==> src/rtl/pwm_ramp_sequencer_pkg.sv <==
// Shared types and default sizes for the PWM ramp sequencer.
package pwm_seq_pkg;

  localparam int DEF_CNT_W  = 8;
  localparam int DEF_STEP_W = 16;
  localparam int DEF_HOLD_W = 16;
  localparam int DEF_STEP   = 195;

  typedef enum logic [1:0] {
    IDLE      = 2'd0,
    RAMP_UP   = 2'd1,
    HOLD      = 2'd2,
    RAMP_DOWN = 2'd3
  } seq_state_e;

endpackage

==> src/rtl/pwm_ramp_sequencer_if.sv <==
// Configuration handshake, start/abort commands and status of the sequencer.
// master = control/CSR side, slave = sequencer.
interface pwm_ramp_sequencer_if
  import pwm_seq_pkg::*;
#(
  parameter int CNT_W  = DEF_CNT_W,
  parameter int STEP_W = DEF_STEP_W,
  parameter int HOLD_W = DEF_HOLD_W
);
  logic              cfg_valid;
  logic              cfg_ready;
  logic [STEP_W-1:0] cfg_step;
  logic [CNT_W-1:0]  cfg_peak;
  logic [HOLD_W-1:0] cfg_hold;
  logic              start;
  logic              abort;
  logic              busy;
  logic              done;
  logic [CNT_W-1:0]  duty;

  modport master (
    output cfg_valid, cfg_step, cfg_peak, cfg_hold, start, abort,
    input  cfg_ready, busy, done, duty
  );

  modport slave (
    input  cfg_valid, cfg_step, cfg_peak, cfg_hold, start, abort,
    output cfg_ready, busy, done, duty
  );
endinterface

==> src/rtl/pwm_ramp_sequencer_compare.sv <==
// Free-running PWM counter with a registered compare against duty.
// pwm_o follows duty_i with one cycle of latency.
module pwm_compare #(
  parameter int CNT_W = 8
) (
  input  logic             clk,
  input  logic             rst,
  input  logic [CNT_W-1:0] duty_i,
  output logic             pwm_o
);
  logic [CNT_W-1:0] cnt_q;
  logic             pwm_q;

  // Counter wraps naturally at all-ones; output high while counter is below duty.
  always_ff @(posedge clk or posedge rst) begin
    if (rst) begin
      cnt_q <= '0;
      pwm_q <= 1'b0;
    end else begin
      cnt_q <= cnt_q + CNT_W'(1);
      pwm_q <= (cnt_q < duty_i);
    end
  end

  assign pwm_o = pwm_q;
endmodule

==> src/rtl/pwm_ramp_sequencer.sv <==
// Trapezoid duty profile sequencer: ramp up to peak, hold, ramp down, stop.
// Optional build macro PWM_SEQ_LOOP_EN: repeat the profile until abort.
module pwm_ramp_sequencer
  import pwm_seq_pkg::*;
#(
  parameter int CNT_W    = DEF_CNT_W,
  parameter int STEP_W   = DEF_STEP_W,
  parameter int HOLD_W   = DEF_HOLD_W,
  parameter int DEF_STEP = pwm_seq_pkg::DEF_STEP
) (
  input  logic                      clk,
  input  logic                      rst,
  pwm_ramp_sequencer_if.slave       bus,
  output logic                      pwm_out_o
);
  seq_state_e        state_q, state_d;
  logic [CNT_W-1:0]  duty_q, duty_d;
  logic [STEP_W-1:0] step_cnt_q, step_cnt_d;
  logic [HOLD_W-1:0] hold_cnt_q, hold_cnt_d;
  logic              done_q, done_d;
  logic [STEP_W-1:0] cfg_step_q, cfg_step_d;
  logic [CNT_W-1:0]  cfg_peak_q, cfg_peak_d;
  logic [HOLD_W-1:0] cfg_hold_q, cfg_hold_d;
  logic [STEP_W-1:0] step_max;
  logic              busy;
  logic              tick;

  // A step period of 0 behaves as 1, so the terminal count never underflows.
  assign step_max = (cfg_step_q == '0) ? '0 : cfg_step_q - STEP_W'(1);
  assign busy     = (state_q != IDLE);
  assign tick     = busy && (step_cnt_q == step_max);

  // State and datapath registers.
  always_ff @(posedge clk or posedge rst) begin
    if (rst) begin
      state_q    <= IDLE;
      duty_q     <= '0;
      step_cnt_q <= '0;
      hold_cnt_q <= '0;
      done_q     <= 1'b0;
      cfg_step_q <= STEP_W'(DEF_STEP);
      cfg_peak_q <= '1;
      cfg_hold_q <= '0;
    end else begin
      state_q    <= state_d;
      duty_q     <= duty_d;
      step_cnt_q <= step_cnt_d;
      hold_cnt_q <= hold_cnt_d;
      done_q     <= done_d;
      cfg_step_q <= cfg_step_d;
      cfg_peak_q <= cfg_peak_d;
      cfg_hold_q <= cfg_hold_d;
    end
  end

  // Next-state logic: config/start in IDLE, abort first when running, then tick-driven steps.
  always_comb begin
    state_d    = state_q;
    duty_d     = duty_q;
    step_cnt_d = step_cnt_q;
    hold_cnt_d = hold_cnt_q;
    done_d     = 1'b0;
    cfg_step_d = cfg_step_q;
    cfg_peak_d = cfg_peak_q;
    cfg_hold_d = cfg_hold_q;

    if (state_q == IDLE) begin
      step_cnt_d = '0;
      if (bus.cfg_valid) begin
        cfg_step_d = bus.cfg_step;
        cfg_peak_d = bus.cfg_peak;
        cfg_hold_d = bus.cfg_hold;
      end
      if (bus.start && !bus.abort) begin
        state_d    = RAMP_UP;
        duty_d     = '0;
        hold_cnt_d = '0;
      end
    end else if (bus.abort) begin
      state_d    = IDLE;
      duty_d     = '0;
      step_cnt_d = '0;
      hold_cnt_d = '0;
    end else begin
      step_cnt_d = tick ? '0 : step_cnt_q + STEP_W'(1);
      if (tick) begin
        case (state_q)
          RAMP_UP: begin
            // Comparing with >= keeps duty bounded by peak.
            if (duty_q >= cfg_peak_q) begin
              state_d    = HOLD;
              hold_cnt_d = '0;
            end else begin
              duty_d = duty_q + CNT_W'(1);
            end
          end
          HOLD: begin
            if (hold_cnt_q == cfg_hold_q) state_d = RAMP_DOWN;
            else hold_cnt_d = hold_cnt_q + HOLD_W'(1);
          end
          RAMP_DOWN: begin
            if (duty_q == '0) begin
              done_d     = 1'b1;
              hold_cnt_d = '0;
`ifdef PWM_SEQ_LOOP_EN
              state_d    = RAMP_UP;
`else
              state_d    = IDLE;
`endif
            end else begin
              duty_d = duty_q - CNT_W'(1);
            end
          end
          default: state_d = IDLE;
        endcase
      end
    end
  end

  assign bus.busy      = busy;
  assign bus.cfg_ready = ~busy;
  assign bus.done      = done_q;
  assign bus.duty      = duty_q;

  pwm_compare #(.CNT_W(CNT_W)) u_compare (
    .clk    (clk),
    .rst    (rst),
    .duty_i (duty_q),
    .pwm_o  (pwm_out_o)
  );
endmodule

==> src/flat_wrapper.sv <==
// flat-port wrapper written by rule: the top's interface ports become plain ports
module pwm_ramp_sequencer_flat import pwm_seq_pkg::*;
#(
  parameter int CNT_W    = DEF_CNT_W,
  parameter int STEP_W   = DEF_STEP_W,
  parameter int HOLD_W   = DEF_HOLD_W,
  parameter int DEF_STEP = pwm_seq_pkg::DEF_STEP
)
  (clk, rst, pwm_out_o, bus_cfg_valid, bus_cfg_step, bus_cfg_peak, bus_cfg_hold, bus_start, bus_abort, bus_cfg_ready, bus_busy, bus_done, bus_duty);
  pwm_ramp_sequencer_if #(.CNT_W(CNT_W), .STEP_W(STEP_W), .HOLD_W(HOLD_W)) bus_i ();
  input  logic clk;
  input  logic rst;
  output logic pwm_out_o;
  input wire logic [$bits(bus_i.cfg_valid)-1:0] bus_cfg_valid;
  input wire logic [$bits(bus_i.cfg_step)-1:0] bus_cfg_step;
  input wire logic [$bits(bus_i.cfg_peak)-1:0] bus_cfg_peak;
  input wire logic [$bits(bus_i.cfg_hold)-1:0] bus_cfg_hold;
  input wire logic [$bits(bus_i.start)-1:0] bus_start;
  input wire logic [$bits(bus_i.abort)-1:0] bus_abort;
  output wire logic [$bits(bus_i.cfg_ready)-1:0] bus_cfg_ready;
  output wire logic [$bits(bus_i.busy)-1:0] bus_busy;
  output wire logic [$bits(bus_i.done)-1:0] bus_done;
  output wire logic [$bits(bus_i.duty)-1:0] bus_duty;
  assign bus_i.cfg_valid = bus_cfg_valid;
  assign bus_i.cfg_step = bus_cfg_step;
  assign bus_i.cfg_peak = bus_cfg_peak;
  assign bus_i.cfg_hold = bus_cfg_hold;
  assign bus_i.start = bus_start;
  assign bus_i.abort = bus_abort;
  assign bus_cfg_ready = bus_i.cfg_ready;
  assign bus_busy = bus_i.busy;
  assign bus_done = bus_i.done;
  assign bus_duty = bus_i.duty;
  pwm_ramp_sequencer #(.CNT_W(CNT_W), .STEP_W(STEP_W), .HOLD_W(HOLD_W), .DEF_STEP(DEF_STEP)) u_core (.clk(clk), .rst(rst), .bus(bus_i), .pwm_out_o(pwm_out_o));
endmodule
==> config.mk <==
export PLATFORM = sky130hd
export DESIGN_NAME = pwm_ramp_sequencer_flat
export DESIGN_NICKNAME = d
export VERILOG_FILES = /design/src/rtl/pwm_ramp_sequencer_pkg.sv /design/src/rtl/pwm_ramp_sequencer_if.sv /design/src/rtl/pwm_ramp_sequencer_compare.sv /design/src/rtl/pwm_ramp_sequencer.sv /design/src/flat_wrapper.sv
export SDC_FILE = /design/constraint.sdc
export NUM_CORES = 1
export LEC_CHECK = 0
export ABC_AREA = 1
export BUFFER_PORTS_ARGS = -buffer_cell sky130_fd_sc_hd__buf_2
export CORE_MARGIN = 5
export CORE_UTILIZATION = 30
export DETAILED_ROUTE_END_ITERATION = 12
export GPL_TIMING_DRIVEN = 1
export PLACE_DENSITY = 0.52
export SYNTH_ARGS = -nofsm -noshare
export SYNTH_HDL_FRONTEND = slang
export SYNTH_SLANG_ARGS = --single-unit
==> constraint.sdc <==
create_clock -name clk -period 4.35 [get_ports clk]
set_input_delay 0.435 -clock clk [delete_from_list [all_inputs] [get_ports clk]]
set_output_delay 0.435 -clock clk [all_outputs]
set_load 0.02 [all_outputs]
* Word-level counts from Yosys, hierarchy flattened
Cells that the tools add are included.
Operators by class: reduce and logical (&&, ||, !) cells 14, order comparisons 2, multiply operators 0, divide/modulo/power cells 0, multiplexer cells 32, shift-type cells 0, bitwise gates (word level) 1, equal/unequal tests 12, add/sub/neg operators 6
Operators by type and width (number):
- $mux 16 | 11
- $mux 8 | 6
- $pmux 16 s3 | 1
- $add 16x1->16 const B | 2
- $eq 16x16->1 | 2
- $add 8x1->8 const B | 2
- $logic_not 16->1 | 1
- $pmux 8 s2 | 1
- $sub 16x1->16 const B | 1
- $mux 2 | 7
- $ne 4x2->1 const B | 3
- $ne 4x3->1 const B | 3
- $reduce_and 5->1 | 2
- $ge 8x8->1 | 1
- $logic_not 8->1 | 1
- $lt 8x8->1 | 1
- $sub 8x1->8 const B | 1
- $pmux 2 s3 | 1
- $reduce_and 6->1 | 1
- $mux 1 | 5
- $reduce_bool 5->1 | 1
- $eq 2x2->1 const B | 2
- $reduce_bool 4->1 | 1
- $reduce_bool 3->1 | 1
- 8 further kinds | 9
Word-level totals: bits in registers 92, bits of input ports 45, bits in writable memories 0, memory bits (read-only) 0, memories kept 0, bits in latches 0

* Longest topological paths before layout
depth in word-level cells 7, mapped depth 20

* Cells and area by module
From an unflattened synthesis, not the netlist that was laid out.
Unflattened totals: cell total of the unflattened synthesis 742, area, all modules 5856.9 um^2
By module, submodules not included:
- pwm_ramp_sequencer | times used 1, area each 5328.9 um^2, cells each 685
- pwm_compare | times used 1, area each 528.0 um^2, cells each 57

* Worst setup path after synthesis
Ideal clock, no wire load.
kind reg2reg, start register u_core.cfg_step_q[0], end register u_core.duty_q[2], in the netlist u_core.bus.duty[2], stages on the path, launching flop included 19, data arrival time 2262 ps, slack 1964 ps, data required time 4227 ps, setup time 123 ps, period minus slack after synthesis 2386 ps, cells stage by stage dfstp_2 inv_2 ha_1 nand2_1 nor2_1 nand2_2 buf_2 nand2_1 nand2_1 nand2_1 nor2_1 nand3_1 nor2_2 nand2_2 nand2_4 nand2_2 buf_6 nand2_1 o21ai_2
On the way: cells in the longest elaborated chain, start to end 6, elaborated cells between the ends (all ways) 7
RTL lines:
- from (decl) | line pwm_ramp_sequencer.sv:21 | logic [STEP_W-1:0] cfg_step_q, cfg_step_d;
- from (signal assigned) | line pwm_ramp_sequencer.sv:41 | cfg_step_q <= STEP_W'(DEF_STEP);
- from (signal assigned) | line pwm_ramp_sequencer.sv:50 | cfg_step_q <= cfg_step_d;
- $sub 16x1->16 or $logic_not 16->1 (tied branches) | line pwm_ramp_sequencer.sv:29 | assign step_max = (cfg_step_q == '0) ? '0 : cfg_step_q - STEP_W'(1);
- $mux 16 * | line pwm_ramp_sequencer.sv:29
- $eq 16x16->1 * | line pwm_ramp_sequencer.sv:31 | assign tick = busy && (step_cnt_q == step_max);
- $logic_and 1x1->1 * | line pwm_ramp_sequencer.sv:31
- $reduce_bool 3->1 (no line) *
- $reduce_and 5->1 (no line) *
- to (signal assigned) | line pwm_ramp_sequencer.sv:46 | duty_q <= duty_d;
- to (decl) | line pwm_ramp_sequencer.sv:17 | logic [CNT_W-1:0] duty_q, duty_d;
Mark *: on every way between the ends. The rest lies on a longest branch, timed or not. A chain may end at the register's enable or synchronous reset.

* Worst setup path after layout
start register u_core.cfg_step_q[0], end register u_core.hold_cnt_q[1]
On the way: cells in the longest elaborated chain, start to end 6, elaborated cells between the ends (all ways) 7
RTL lines:
- $sub 16x1->16 or $logic_not 16->1 (tied branches) | line pwm_ramp_sequencer.sv:29
- $mux 16 * | line pwm_ramp_sequencer.sv:29
- $eq 16x16->1 * | line pwm_ramp_sequencer.sv:31
- $logic_and 1x1->1 * | line pwm_ramp_sequencer.sv:31
- $reduce_bool 3->1 (no line) *
- $reduce_and 6->1 (no line) *
- to (signal assigned) | line pwm_ramp_sequencer.sv:48 | hold_cnt_q <= hold_cnt_d;
- to (decl) | line pwm_ramp_sequencer.sv:19 | logic [HOLD_W-1:0] hold_cnt_q, hold_cnt_d;
Marks and branches as above.

==> summary.txt <==
Run status
  • Status: finished clean

Logic synthesis
  • Synthesized instance count: 746
  • Top cells by area, synth: dfrtp_1 34%, nand2_1 9.8%, nor2_1 6.5%
  • Seq/Total Area, Yosys: 39.9%
  • Count leader, synth: nand2_1
  • Synth unique cells: 45
  • Post-synth top flop: dfrtp_1
  • Synth area leader: dfrtp_1
  • EDFF count, synth: 0
  • Avg Inst Size Synth: 7.78 um^2
  • Synth top cells by count: 152 x nand2_1, 100 x nor2_1, 96 x inv_1
  • Synth Warn #: 0
  • Yosys top cell area share: 34.5%
  • Post-synthesis cell area: 0.00580 mm^2
  • Post-synth ARST share: 100%
  • Net count after synthesis: 821
  • Synth Register Bits: between 90 and 100

Global routing
  • Largest net degree at the start of global routing: 67
  • Gr usage total: a little over an eighth
  • Global-route wire length before repair: 24.0 mm
  • Vias in the first global route: approximately 4800
  • Global route overflow: 0
  • Initial antenna violation count: 0

Routing
  • Number of detailed-route iterations in the first pass: 4
  • Vias/cell: 4.61
  • Wire length per cell: around 13 um
  • Vias after detailed routing: slightly below 5000
  • Final WL: roughly 14 mm
  • Final antenna-violating net count: 0
  • Drt drc: 0
  • DR iter-0 viols: 205

Worst setup path
  • CP startpoint kind: flop
  • Crit path required time: 4.58 ns
  • CP Capture Type: flop
  • Critical path arrival: 3.32 ns
  • CP max FO: 31
  • Critical path class: reg2reg

Cells and area
  • Nets: 873
  • Post-layout util: a little over a third
  • Area Overhead vs Synth: 14.5%
  • Design area: 0.00665 mm^2
  • N_diodes: 0
  • Filler Cell Count: 2047
  • Layout cells sized above 1: 15.9%

Timing
  • RSZ-0062 raised after global routing: no
  • Max Slew Vio Count: 0
  • Fin crit period: 3.09 ns
  • Fin crit share: about 71%
  • Setup TNS: 0 ns
  • FMAX: 323 MHz
  • Clock Skew: 0.00737 ns
  • Final hold viol count: 0
  • Endpoints failing setup: 0
  • Rel. slew slack: 43.4%
  • Worst-Margin Slew: 0.848 ns

Flow run
  • Number of max-cap violations: 0

Die
  • Starting density of the core: 30.7%
  • Core area: 0.0189 mm^2
  • FP Rows: 50
  • Die area: around 0.022 mm^2
  • I/O pin count: 57
  • Chip Height: 149 um
  • Die width: 149 um

CTS
  • Clock Tree Buf Depth: 2
  • CTS tree: yes
  • Clock-pin slew on the worst setup and hold paths: roughly 0.070 ns
  • TritonCTS Buffers: 9
  • Clock Latency Late Sink: around 0.35 ns
  • Root buffer cell: clkbuf_16
  • Clock tree sinks: 92
  • CTS Hold Bufs: 0
  • Post-CTS Setup Bufs: 0
  • H-tree lvl count: 3
  • CTS resizes: 0

Power
  • Peak supply drop: 268 uV
  • PwrDens: 520 mW/mm^2
  • Lkg Pwr: roughly 3.1 nW

Worst hold path
  • Type of the tightest min-delay check: in2async

Placement
  • Cell area after placement: around 0.0063 mm^2
  • # port buffers: 56
  • GPL Wtd Cong: just under 0.8
  • Hpwl dp: roughly 11 mm
## worst max-delay path, stage by stage (launching register included)
cell and delay (ns):
dfstp_2 0.52, inv_2 0.05, ha_1 0.23, nand2_1 0.17
nor2_1 0.08, nand2_2 0.40, nand2_1 0.09, nand2_1 0.07
nand2_1 0.06, nor2_2 0.14, nand2_1 0.06, nor2_1 0.09
nand2_1 0.07, nor2_2 0.09, nand2_2 0.11, nand2_4 0.22
nand4_4 0.28, nand2_1 0.14, nand2_1 0.07
## layout by cell type (no fill, tap or decap), drive strengths merged, types with 12 or more instances in the layout
cell     n
nand2  157
nor2   108
inv     97
dfrtp   80
buf     59
nand3   48
a21oi   45
nand4   33
ha      29
xor2    26
o21ai   22
nor3    16
mux2    16
dfstp   12
## area by class of cell
class	instances	area [um^2]	area share, %
well taps	260	325	4.89
repair buffers	59	303	4.56
flip-flops and latches	92	2320	34.9
inverters	98	370	5.57
multi-input cells	538	3020	45.4
clock buffers	11	233	3.50
clock inverters	5	77.6	1.17
## logic make-up after synthesis
logic type | after synthesis | synth area share [%]
buffers and inverters | 116 | 8.08
multiplexers | 16 | 3.10
XOR/XNOR | 30 | 4.53
flip-flops | 92 | 39.9
AO/OA/AOI/OAI | 84 | 8.54
adder cells (fa/ha/maj) | 30 | 6.60
AND/OR/NAND/NOR | 378 | 29.2
## sequential cells by signal (all words and copies together), names as in the netlist
name,cells
u_core.cfg_hold_q,16
u_core.cfg_step_q,16
u_core.hold_cnt_q,16
u_core.step_cnt_q,16
u_core.bus.duty,8
u_core.cfg_peak_q,8
u_core.u_compare.cnt_q,8
u_core.state_q,2
u_core.bus.done,1
u_core.u_compare.pwm_o,1
## power breakdown
group / switching [mW] / internal (mW)
Combinational: 0.840 / 0.471
Sequential: 0.196 / 1.11
Clock: 0.335 / 0.502
Total: 1.37 / 2.08
## through the flow
stage          power (mW)  std cells  hold slack [ns]  setup slack (ns)
2_1_floorplan        2.31        746            0.435              1.54
5_1_grt              3.74       1063            0.312             0.910
3_3_place_gp         2.64       1047            0.469              1.25
4_1_cts              3.51       1063            0.304              1.21
6_report             3.45       1063            0.249              1.26
3_5_place_dp         2.66       1047            0.470              1.21
## path summary, 6_finish.rpt
| kind | start | depth (start not counted) | end | slack [ns] |
|---|---|---|---|---|
| min reg2reg | u_core.u_compare.cnt_q[0]$_DFF_PP0_ | 1 | u_core.u_compare.cnt_q[0]$_DFF_PP0_ | 0.47 |
| max in group asynchronous | rst | 3 | u_core.cfg_step_q[1]$_DFFE_PP1P_ | 3.20 |
| min | rst | 2 | u_core.cfg_hold_q[15]$_DFFE_PP0P_ | 0.25 |
| max | u_core.cfg_step_q[0]$_DFFE_PP1P_ | 18 | u_core.hold_cnt_q[1]$_DFFE_PP0P_ | 1.26 |
| max reg2reg | u_core.cfg_step_q[0]$_DFFE_PP1P_ | 18 | u_core.hold_cnt_q[1]$_DFFE_PP0P_ | 1.26 |
| min in group clk | bus_cfg_hold[14] | 2 | u_core.cfg_hold_q[14]$_DFFE_PP0P_ | 0.32 |
## per-layer routing
| layer | up-vias | part of all wire, % | wire length, um | global-route usage, % |
|---|---|---|---|---|
| li1 | 2556 | - | - | - |
| met1 | 2255 | 51 | 7240 | 18.8 |
| met2 | 73 | 45 | 6420 | 21.0 |
| met3 | 12 | 2.8 | 400 | 2.28 |
| met4 | 0 | 1.6 | 223 | 4.39 |
| met5 | - | 0 | 0 | 0 |
Note: power is estimated with default switching activity, not from simulation.
